==> src/rtl/axis_rr_arbiter.sv <==
// Round-robin arbiter merging N AXI-Stream requesters onto one sink.
// The grant is held per packet; arbitration happens in IDLE and the search
// starts just after the previous packet's owner.
module axis_rr_arbiter #(
    parameter int N  = 4,
    parameter int DW = 8
) (
    input  logic            clk,
    input  logic            rst,
    input  logic [N-1:0]    s_tvalid,
    input  logic [N*DW-1:0] s_tdata,
    input  logic [N-1:0]    s_tlast,
    output logic [N-1:0]    s_tready,
    output logic            m_tvalid,
    output logic [DW-1:0]   m_tdata,
    output logic            m_tlast,
    input  logic            m_tready,
    output logic [N-1:0]    grant,
    output logic [15:0]     pkt_cnt
);

    localparam int IW = $clog2(N);

    typedef enum logic {
        IDLE = 1'b0,
        XFER = 1'b1
    } state_t;

    state_t          state_q, state_d;
    logic [N-1:0]    grant_q, grant_d;
    logic [IW-1:0]   owner_q, owner_d;
    logic [IW-1:0]   last_id_q, last_id_d;
    logic [15:0]     pkt_cnt_q, pkt_cnt_d;

    logic            found;
    logic [IW-1:0]   sel;
    logic [IW-1:0]   cand;

    // Cyclic search for the first valid requester after last_id.
    always_comb begin
        found = 1'b0;
        sel   = '0;
        cand  = '0;
        for (int unsigned i = 1; i <= N; i++) begin
            cand = IW'((32'(last_id_q) + i) % N);
            if (!found && s_tvalid[cand]) begin
                found = 1'b1;
                sel   = cand;
            end
        end
    end

    // Sink/source muxing: only the owner is connected, and only in XFER.
    always_comb begin
        s_tready = '0;
        m_tvalid = 1'b0;
        m_tdata  = '0;
        m_tlast  = 1'b0;
        if (state_q == XFER) begin
            m_tvalid          = s_tvalid[owner_q];
            m_tdata           = s_tdata[owner_q*DW +: DW];
            m_tlast           = s_tlast[owner_q];
            s_tready[owner_q] = m_tready;
        end
    end

    // Next-state: grant on arbitration, release on a transferred tlast beat.
    always_comb begin
        state_d   = state_q;
        grant_d   = grant_q;
        owner_d   = owner_q;
        last_id_d = last_id_q;
        pkt_cnt_d = pkt_cnt_q;
        unique case (state_q)
            IDLE: begin
                if (found) begin
                    state_d = XFER;
                    owner_d = sel;
                    grant_d = N'(1) << sel;
                end
            end
            XFER: begin
                if (m_tvalid && m_tready && m_tlast) begin
                    state_d   = IDLE;
                    grant_d   = '0;
                    last_id_d = owner_q;
                    pkt_cnt_d = pkt_cnt_q + 16'd1;
                end
            end
            default: state_d = IDLE;
        endcase
    end

    // State registers; reset leaves last_id at N-1 so requester 0 wins first.
    always_ff @(posedge clk) begin
        if (rst) begin
            state_q   <= IDLE;
            grant_q   <= '0;
            owner_q   <= '0;
            last_id_q <= IW'(N - 1);
            pkt_cnt_q <= '0;
        end else begin
            state_q   <= state_d;
            grant_q   <= grant_d;
            owner_q   <= owner_d;
            last_id_q <= last_id_d;
            pkt_cnt_q <= pkt_cnt_d;
        end
    end

    assign grant   = grant_q;
    assign pkt_cnt = pkt_cnt_q;

endmodule

==> config.mk <==
export PLATFORM = sky130hd
export DESIGN_NAME = axis_rr_arbiter
export DESIGN_NICKNAME = d
export VERILOG_FILES = /design/src/rtl/axis_rr_arbiter.sv
export SDC_FILE = /design/constraint.sdc
export NUM_CORES = 1
export LEC_CHECK = 0
export ABC_AREA = 1
export ABC_CLOCK_PERIOD_IN_PS = 4300
export BUFFER_PORTS_ARGS = -buffer_cell sky130_fd_sc_hd__buf_2
export CORE_ASPECT_RATIO = 1.75
export CORE_MARGIN = 1
export CORE_UTILIZATION = 53
export DETAILED_ROUTE_END_ITERATION = 8
export HOLD_SLACK_MARGIN = 0.15
export PLACE_DENSITY = 0.87
export SETUP_SLACK_MARGIN = 0.02
export SYNTH_ARGS = -nofsm -noshare
export SYNTH_HDL_FRONTEND = slang
export SYNTH_SLANG_ARGS = --single-unit
==> constraint.sdc <==
create_clock -name clk -period 4.3 [get_ports clk]
set_input_delay 0.645 -clock clk [delete_from_list [all_inputs] [get_ports clk]]
set_output_delay 0.645 -clock clk [all_outputs]
set_load 0.02 [all_outputs]
==> run metrics, run 1 <==
die height 82.3 µm; Net Count, Synth 338; post-route antenna net violation count 0; WP data required 3.65 ns; Post-Synth Adder-Cell Area 0.640%; CP most frequent cell nand2_1; Yosys reg bits 25; Initial Utilization a little under three fifths; Rows 28; Final Max Tran Viols 0; Via Count 2219; CP Max Fanout 20; top cells by count, synth 85 x nand2_1, 36 x nand3_1, 25 x dfxtp_1, 18 x inv_1, 17 x nor2_1; Max Fclk 385 MHz; Core Region 3430 µm²; post-CTS setup buffers 0; mux share of post-synthesis cell area 0%; CTS tree done; Slew @ Worst Pin 0.617 ns; syn avg cell area 6.65 µm²; final setup violation count 0; die width 47.9 µm; Yosys top cell area share about a quarter; Root Buffer clkbuf_8; Via-to-Cell Ratio between 5 and 6; Max Root-Sink Buffers 2; number of top-level pins 77; All-Layer GR Usage 27.0%; area grow syn2layout 19.9%; DRC viols 0; post-cts resize count 0; Worst-path clk slew 0.08 ns; slowest library cell on the worst path dfxtp_1; CP Capture Type primary output; Synth Area in Compound Gates 16.2%; Iteration-0 DRC Markers 73; Yosys top cell by area dfxtp_1; max incr delay on CP approximately 0.72 ns; H-tree depth 1; total CTS buffers 3; Power, Total 562 µW; outcome finished, final reports clean; Clock Latency Late Sink 0.27 ns; DP HPWL 4140 µm; largest family of logic cells by synthesized area simple AND/OR/NAND/NOR gates; type of the tightest min-delay check reg -> reg; Peak VDD IR 0.237 mV; PortBufs between 70 and 80; Syn Std Cell Area ~2000 µm²; simple-gate share of the synthesized area 41.1%; Leakage Power 0.00115 µW; RSZ-0062 raised after global routing no; Critical Path Source Type register; clk_skew 0.00122 ns; largest net degree at the start of global routing 28; sequential element share of the synthesized area 25.6%; Post-synth EDFFs 0; synth unique cells 35; CP cell instances inv_2 > nand2_1 > inv_2 > nand2_1 > nand2_1 > nor2_4 > nor2_1 > buf_2; FFs w/ async S/R, synth 0%; share of layout cells above drive strength 1 33.4%; Synth Instances 294; yosys warns 0; WP data arrival around 2.0 ns; setup TNS 0 ns; RePlAce Congestion 0.917; main area contributors after synthesis dfxtp_1 26%, nand2_1 16%, nand3_1 9.2%; most frequent cell after synthesis nand2_1; total length of routed wires 5200 µm; xor-xnor portion of the synthesized cell area 6.27%; clock tree sinks 25; Pre-Repair DR Iteration Count 5; global-route wire length before repair 7750 µm; initial antenna violation count 0; fin cells 407; Fin. Hold Viols 0; # diodes 0; Die ar. 3940 µm²; hold buffers post-CTS 0; nets 407; wire per inst 12.8 µm; kind of critical path reg -> out; vias in the first global route 1948; pwr dens between 200 and 250 nW/µm²; Post-Place Cells 403; Max Cap Violations 0; Slew headroom 58.8%; Final period util 60.4%; Min Clock Period, post-route 2.60 ns; Overflow after GRT 0; most used flip-flop cell after synthesis dfxtp_1
cells in the final DEF, fill, tap and decap left out, types with 2 or more instances in the layout:
master | synthesis | routed
nor3_1 | 4 | 4
a21oi_1 | 11 | 11
o21ai_0 | 2 | 2
nor2_1 | 17 | 17
a31oi_1 | 8 | 8
nor4_1 | 2 | 2
o211ai_1 | 2 | 2
o21ai_1 | 2 | 2
nand2_2 | 13 | 13
buf_2 | 1 | 76
inv_2 | 8 | 8
nor2_4 | 2 | 2
nand2_4 | 2 | 2
nand4_1 | 3 | 3
dfxtp_1 | 25 | 25
a21oi_2 | 10 | 10
o22ai_1 | 2 | 2
clkbuf_8 | 0 | 3
xnor2_1 | 5 | 5
inv_1 | 18 | 18
a22oi_1 | 8 | 8
xor2_1 | 9 | 9
nor2_2 | 2 | 2
nand3_1 | 36 | 36
nand2_1 | 85 | 85
registers in the layout (all words and copies together) (netlist names):
register   count
grant          4
last_id_q      2
owner_q        2
pkt_cnt       16
state_q        1
layer usage:
layer	GRT usage, %	share of wire (%)	vias up	wire length [µm]
li1	-	-	1104	-
met1	25.2	38	1014	1960
met2	51.9	55	84	2870
met3	2.83	4.0	17	209
met4	14.7	3.0	0	155
met5	0	0	-	0
kinds of logic after synthesis:
| group | after synthesis |
|---|---|
| compound gates | 46 |
| fa+ha+maj | 1 |
| flops | 25 |
| buf+inv | 39 |
| xor+xnor | 14 |
| simple gates | 169 |
through the flow:
stage                     hold WS (ns)  setup slack [ns]  utilization [%]  cell area, µm²
after floorplan                  0.452              2.39                -            1950
after global placement           0.468              2.12             66.9            2300
after detailed placement         0.473              2.03             66.9            2300
after CTS                        0.485              1.73             68.3            2340
after global routing             0.506              1.56             68.3            2340
final                            0.488              1.70             68.3            2340
worst paths after layout:
| kind | slack, ns | endpoint | startpoint | cells past startpoint |
|---|---|---|---|---|
| min | 0.49 | state_q | state_q | 2 |
| max | 1.70 | m_tlast | owner_q[1] | 8 |
| min reg2reg | 0.49 | state_q | state_q | 2 |
| max reg2reg | 2.15 | pkt_cnt[11] | owner_q[1] | 11 |
worst max-delay path: cells and delay by family (launching register included):
family	cells	cell delay, ns
buf+inv	3	0.43
flops	1	0.72
simple gates	5	0.52
cell type report:
cell class | instances | area [µm²]
Tap cell | 45 | 56.3
Clock buffer | 4 | 45.0
Fill cell | 342 | 1090
Timing Repair Buffer | 76 | 380
Inverter | 27 | 106
Sequential cell | 25 | 500
Multi-Input combinational cell | 230 | 1250
power breakdown:
part / internal [µW] / switching (µW) / leakage [µW] / total [µW]
registers: 238 / 14.0 / 0.000203 / 252
logic: 60.0 / 111 / 0.000920 / 171
clock network: 66.4 / 72.1 / 0.0000228 / 138
total: 365 / 197 / 0.00115 / 562
Power figures use the tool's default switching activity.
==> run 2, diff against run 1 <==
Settings changed: ABC_CLOCK_PERIOD_IN_PS 4300 to 2700, CORE_UTILIZATION 53 to 49, PLACE_DENSITY 0.87 to 0.81.
Clock period 4.3 ns to 2.7 ns, I/O delays scaled along.
==> run 2 against run 1 <==
  * Cell count increased by 0.98%
  * Sequential power increased by 56%
  * Global-route usage decreased by 1.6 points
  * Critical path depth unchanged
  * Non-clock buffer count increased by 1
  * Sequential share of layout area decreased by 0.11 points
  * Utilization decreased by 6.7 points
  * Clock power increased by 59%
  * Sequential cell count unchanged
  * Setup slack got worse by 1.3 ns
  * Critical endpoint unchanged
  * Largest cell class unchanged
  * Highest routed layer unchanged
==> run metrics, run 2 (synthesized netlist as in run 1, its figures left out) <==
Slew headroom 65.2%; Pre-Repair DR Iteration Count 4; DP HPWL ~4100 µm; clock tree sinks 25; outcome finished, final reports clean; Slew @ Worst Pin about 0.52 ns; Final period util between 80% and 90%; fin area around 2400 µm²; kind of critical path reg -> out; Via Count 2211; RSZ-0062 raised after global routing no; area grow syn2layout 20.6%; vias in the first global route 2023; largest net degree at the start of global routing 28; Critical Path Source Type register; PortBufs 76; Worst-path clk slew approximately 0.09 ns; Overflow after GRT 0; DP Area 2310 µm²; Final Max Tran Viols 0; Clock Latency Late Sink 0.27 ns; Root Buffer clkbuf_8; Max Root-Sink Buffers 2; post-CTS setup buffers 0; Core Region 3830 µm²; number of top-level pins 77; total length of routed wires approximately 5200 µm; WP data required 2.30 ns; multi-input logic area 1250 µm²; H-tree depth 1; most common cell after layout, fill and taps aside nand2_1; DRC viols 0; Fin. Hold Viols 0; Peak VDD IR ~0.38 mV; CP Max Fanout 13; final hold slack 0.486 ns; Layout fillers a little under 400; register area 500 µm²; global-route wire length before repair 8670 µm; setup TNS 0 ns; Largest register FFs 16; final setup violation count 0; Max Cap Violations 0; Initial Utilization 51.0%; RePlAce Congestion 0.867; total CTS buffers 3; clk_skew 0.00675 ns; die height 85.5 µm; Leakage Power around 0.0012 µW; wire per inst 12.7 µm; # diodes 0; initial antenna violation count 0; hold buffers post-CTS 0; post-cts resize count 0; Rows 30; type of the tightest min-delay check reg -> reg; Min Clock Period, post-route 2.33 ns; Iteration-0 DRC Markers 60; Max Fclk 429 MHz; CP Capture Type primary output; nets slightly above 400; WP data arrival 1.93 ns; die width roughly 50 µm; post-route antenna net violation count 0; share of layout cells above drive strength 1 approximately a third; CTS tree done; Via-to-Cell Ratio 5.38; All-Layer GR Usage 25.3%; Die ar. 4260 µm²; pwr dens 382 nW/µm²; most frequent cells in the layout 85 x nand2_1, 76 x buf_2, 36 x nand3_1
## run 2: layout make-up
type | instances | area share (%)
Sequential cell | 25 | 21.2
Clock inverter | 1 | 0.212
Timing Repair Buffer | 77 | 16.5
Inverter | 27 | 4.51
Multi-Input combinational cell | 230 | 53.3
Tap cell | 48 | 2.55
Clock buffer | 3 | 1.75
## run 2: metal layers
layer	GRT usage (%)	vias up	part of all wire [%]
met5	0	-	0
met4	9.87	0	3.0
met3	1.77	19	3.6
met2	49.4	82	55
met1	27.1	1003	38
li1	-	1107	-
## run 2: worst paths after layout
kind | to | startpoint | slack (ns) | cells past startpoint
worst max-delay path | m_tlast | owner_q[0] | 0.37 | 8
worst max register to register | pkt_cnt[2] | owner_q[0] | 0.56 | 12
worst min register to register | state_q | state_q | 0.49 | 2
worst min-delay path | state_q | state_q | 0.49 | 2
## run 2: metrics by stage
stage	utilization [%]	instances	setup WS, ns	total power (µW)
after floorplan	-	294	1.03	606
after detailed placement	60.3	407	0.616	686
final	61.5	411	0.368	899
after global placement	60.3	407	0.695	681
after global routing	61.5	411	0.182	945
after CTS	61.5	411	0.396	902
## run 2: power by group
group | switching (µW) | internal [µW]
Clock | 116 | 103
Sequential | 14.0 | 380
Combinational | 188 | 97.7
Total | 318 | 581
## run 2: critical path, cell delays in order, from the launching register on
cell     delay [ns]
dfxtp_1        0.66
inv_2          0.23
nand2_2        0.15
inv_2          0.09
nand2_1        0.06
nand2_1        0.07
nor2_4         0.15
nor2_1         0.07
buf_2          0.18
==> run 3, diff against run 2 <==
Settings changed: CORE_ASPECT_RATIO 1.75 to 0.6.
==> run 3 against run 2 <==
  * Fmax is 8.6% higher
  * Total power increased by 0.16%
  * Via count shrank 1.2%
  * Sequential cell count unchanged
  * Count of clock-buffer cells in the layout is the same
  * Clock power is essentially flat
  * Hold slack better by 0.0036 ns
  * Sequential power fell by 2%
  * Register-to-register slack improved by 0.22 ns
==> run metrics, run 3 (synthesized netlist as in run 1, its figures left out) <==
outcome finished, final reports clean; RSZ-0062 raised after global routing no; min-delay src state_q; Final Max Tran Viols 0; Root Buffer clkbuf_8; Via Count 2184; Max Root-Sink Buffers 2; post-route antenna net violation count 0; Worst-path clk slew 0.08 ns; Global Route met1 Usage 34.2%; Core Region 3740 µm²; PortBufs 76; most common cell after layout, fill and taps aside nand2_1; multi-input logic area ~1300 µm²; WP data required 2.30 ns; Most Crowded Layer GR met2; kind of critical path reg -> out; Peak VDD IR 0.210 mV; RePlAce Congestion 0.921; R2R Setup Slk slightly below 0.8 ns; Slew @ Worst Pin 0.501 ns; most frequent cells in the layout 85 x nand2_1, 76 x buf_2, 36 x nand3_1; post-cts resize count 0; total length of routed wires 5230 µm; CTS tree done; setup TNS 0 ns; hold path depth 2; Min Clock Period, post-route 2.15 ns; Via-to-Cell Ratio 5.31; register area 500 µm²; type of the tightest min-delay check reg -> reg; CP Max Fanout 13; Slew headroom 66.6%; DRC viols 0; post-layout worst setup margin 0.552 ns; worst reg2reg path depth 12; largest net degree at the start of global routing 28; initial antenna violation count 0; CP cell instances buf_4 > inv_2 > nand2_2 > inv_2 > nand2_1 > nand2_1 > nor2_4 > nor2_1 > buf_2; number of top-level pins 77; Max Fclk 466 MHz; Pre-Repair DR Iteration Count 4; Final period util 79.6%; Gate power share 32.6%; final setup violation count 0; Crit path buffers/inverters 4; M2 GR Usage around 40%; clock tree sinks 25; vias in the first global route approximately 2000; die width 83.5 µm; Hold Path End state_q; Layout fillers 375; Largest register FFs 16; H-tree depth 1; Net Sw Frac 35.3%; Leakage Power approximately 0.0012 µW; pwr dens 381 nW/µm²; Power, Total 900 µW; met3 layer usage reported by global route 4.85%; Overflow after GRT 0; total CTS buffers 3; global-route wire length before repair 8530 µm; Worst R2R End pkt_cnt[14]; max incr delay on CP 0.31 ns; slowest library cell on the worst path dfxtp_1; Psw 318 µW; Die ar. 4250 µm²; Fin. Hold Viols 0; CP Capture Type primary output; Clock Latency Late Sink 0.27 ns; Iteration-0 DRC Markers between 100 and 150; nets just over 400; hold buffers post-CTS 0; clk_skew 0.00272 ns; WP data arrival 1.74 ns; Largest delay share family, worst path buffers and inverters; DP HPWL 3990 µm; Initial Utilization 52.2%; clock network fraction of total power around a quarter; # diodes 0; pre-CTS setup slack about 0.81 ns; area grow syn2layout 20.9%; P_int approximately 580 µW; Reg-to-Reg Start owner_q[0]; Max Cap Violations 0; sequential power share 43.1%; All-Layer GR Usage 24.4%; Rows 17; share of layout cells above drive strength 1 34.1%; final hold slack about 0.49 ns; wire per inst 12.7 µm; post-CTS setup buffers 0; die height slightly above 50 µm; Critical Path Source Type register
[run 3: cell types whose count changed in the layout (fill, tap and decap cells not counted), sizes merged]
cell / before / now
buf: 77 / 78
[run 3: routing by layer]
layer | routed length [µm] | share of wire [%]
met1 | 2580 | 49
met3 | 425 | 8.1
met4 | 19 | 0.36
met2 | 2200 | 42
met5 | 0 | 0
[run 3: power by group through the flow]
stage / combinational (µW) / sequential, µW / clock, µW
floorplan: 203 / 402 / 0
global placement: 286 / 396 / 0
detailed placement: 291 / 397 / 0
CTS: 292 / 388 / 227
global route: 323 / 389 / 238
finish: 293 / 388 / 219
[run 3: final cells by class]
type,instances,share of cell area [%]
Tap cell,47,2.49
Multi-Input combinational cell,230,53.1
Clock buffer,3,1.75
Clock inverter,1,0.212
Timing Repair Buffer,78,16.7
Inverter,27,4.50
Sequential cell,25,21.2
[run 3: worst max path at each step]
stage	start	to	slack (ns)	cells after the start
floorplan	owner_q[1]	m_tdata[6]	1.03	4
global placement	owner_q[0]	pkt_cnt[2]	0.88	13
detailed placement	owner_q[0]	pkt_cnt[2]	0.81	13
CTS	owner_q[0]	m_tlast	0.56	9
global route	owner_q[0]	m_tlast	0.46	9
finish	owner_q[0]	m_tlast	0.55	9
[run 3: tightest hold or removal path, cell delays in order (launching register included)]
cell     delay (ns)
dfxtp_1        0.33
nand2_1        0.07
a21oi_1        0.05
[run 3: per-stage QoR]
step	cells	instance area (µm²)	util (%)
2_1_floorplan	294	1950	-
3_3_place_gp	407	2320	61.9
3_5_place_dp	407	2320	61.9
4_1_cts	411	2360	63.1
5_1_grt	411	2360	63.1
6_report	411	2360	63.1
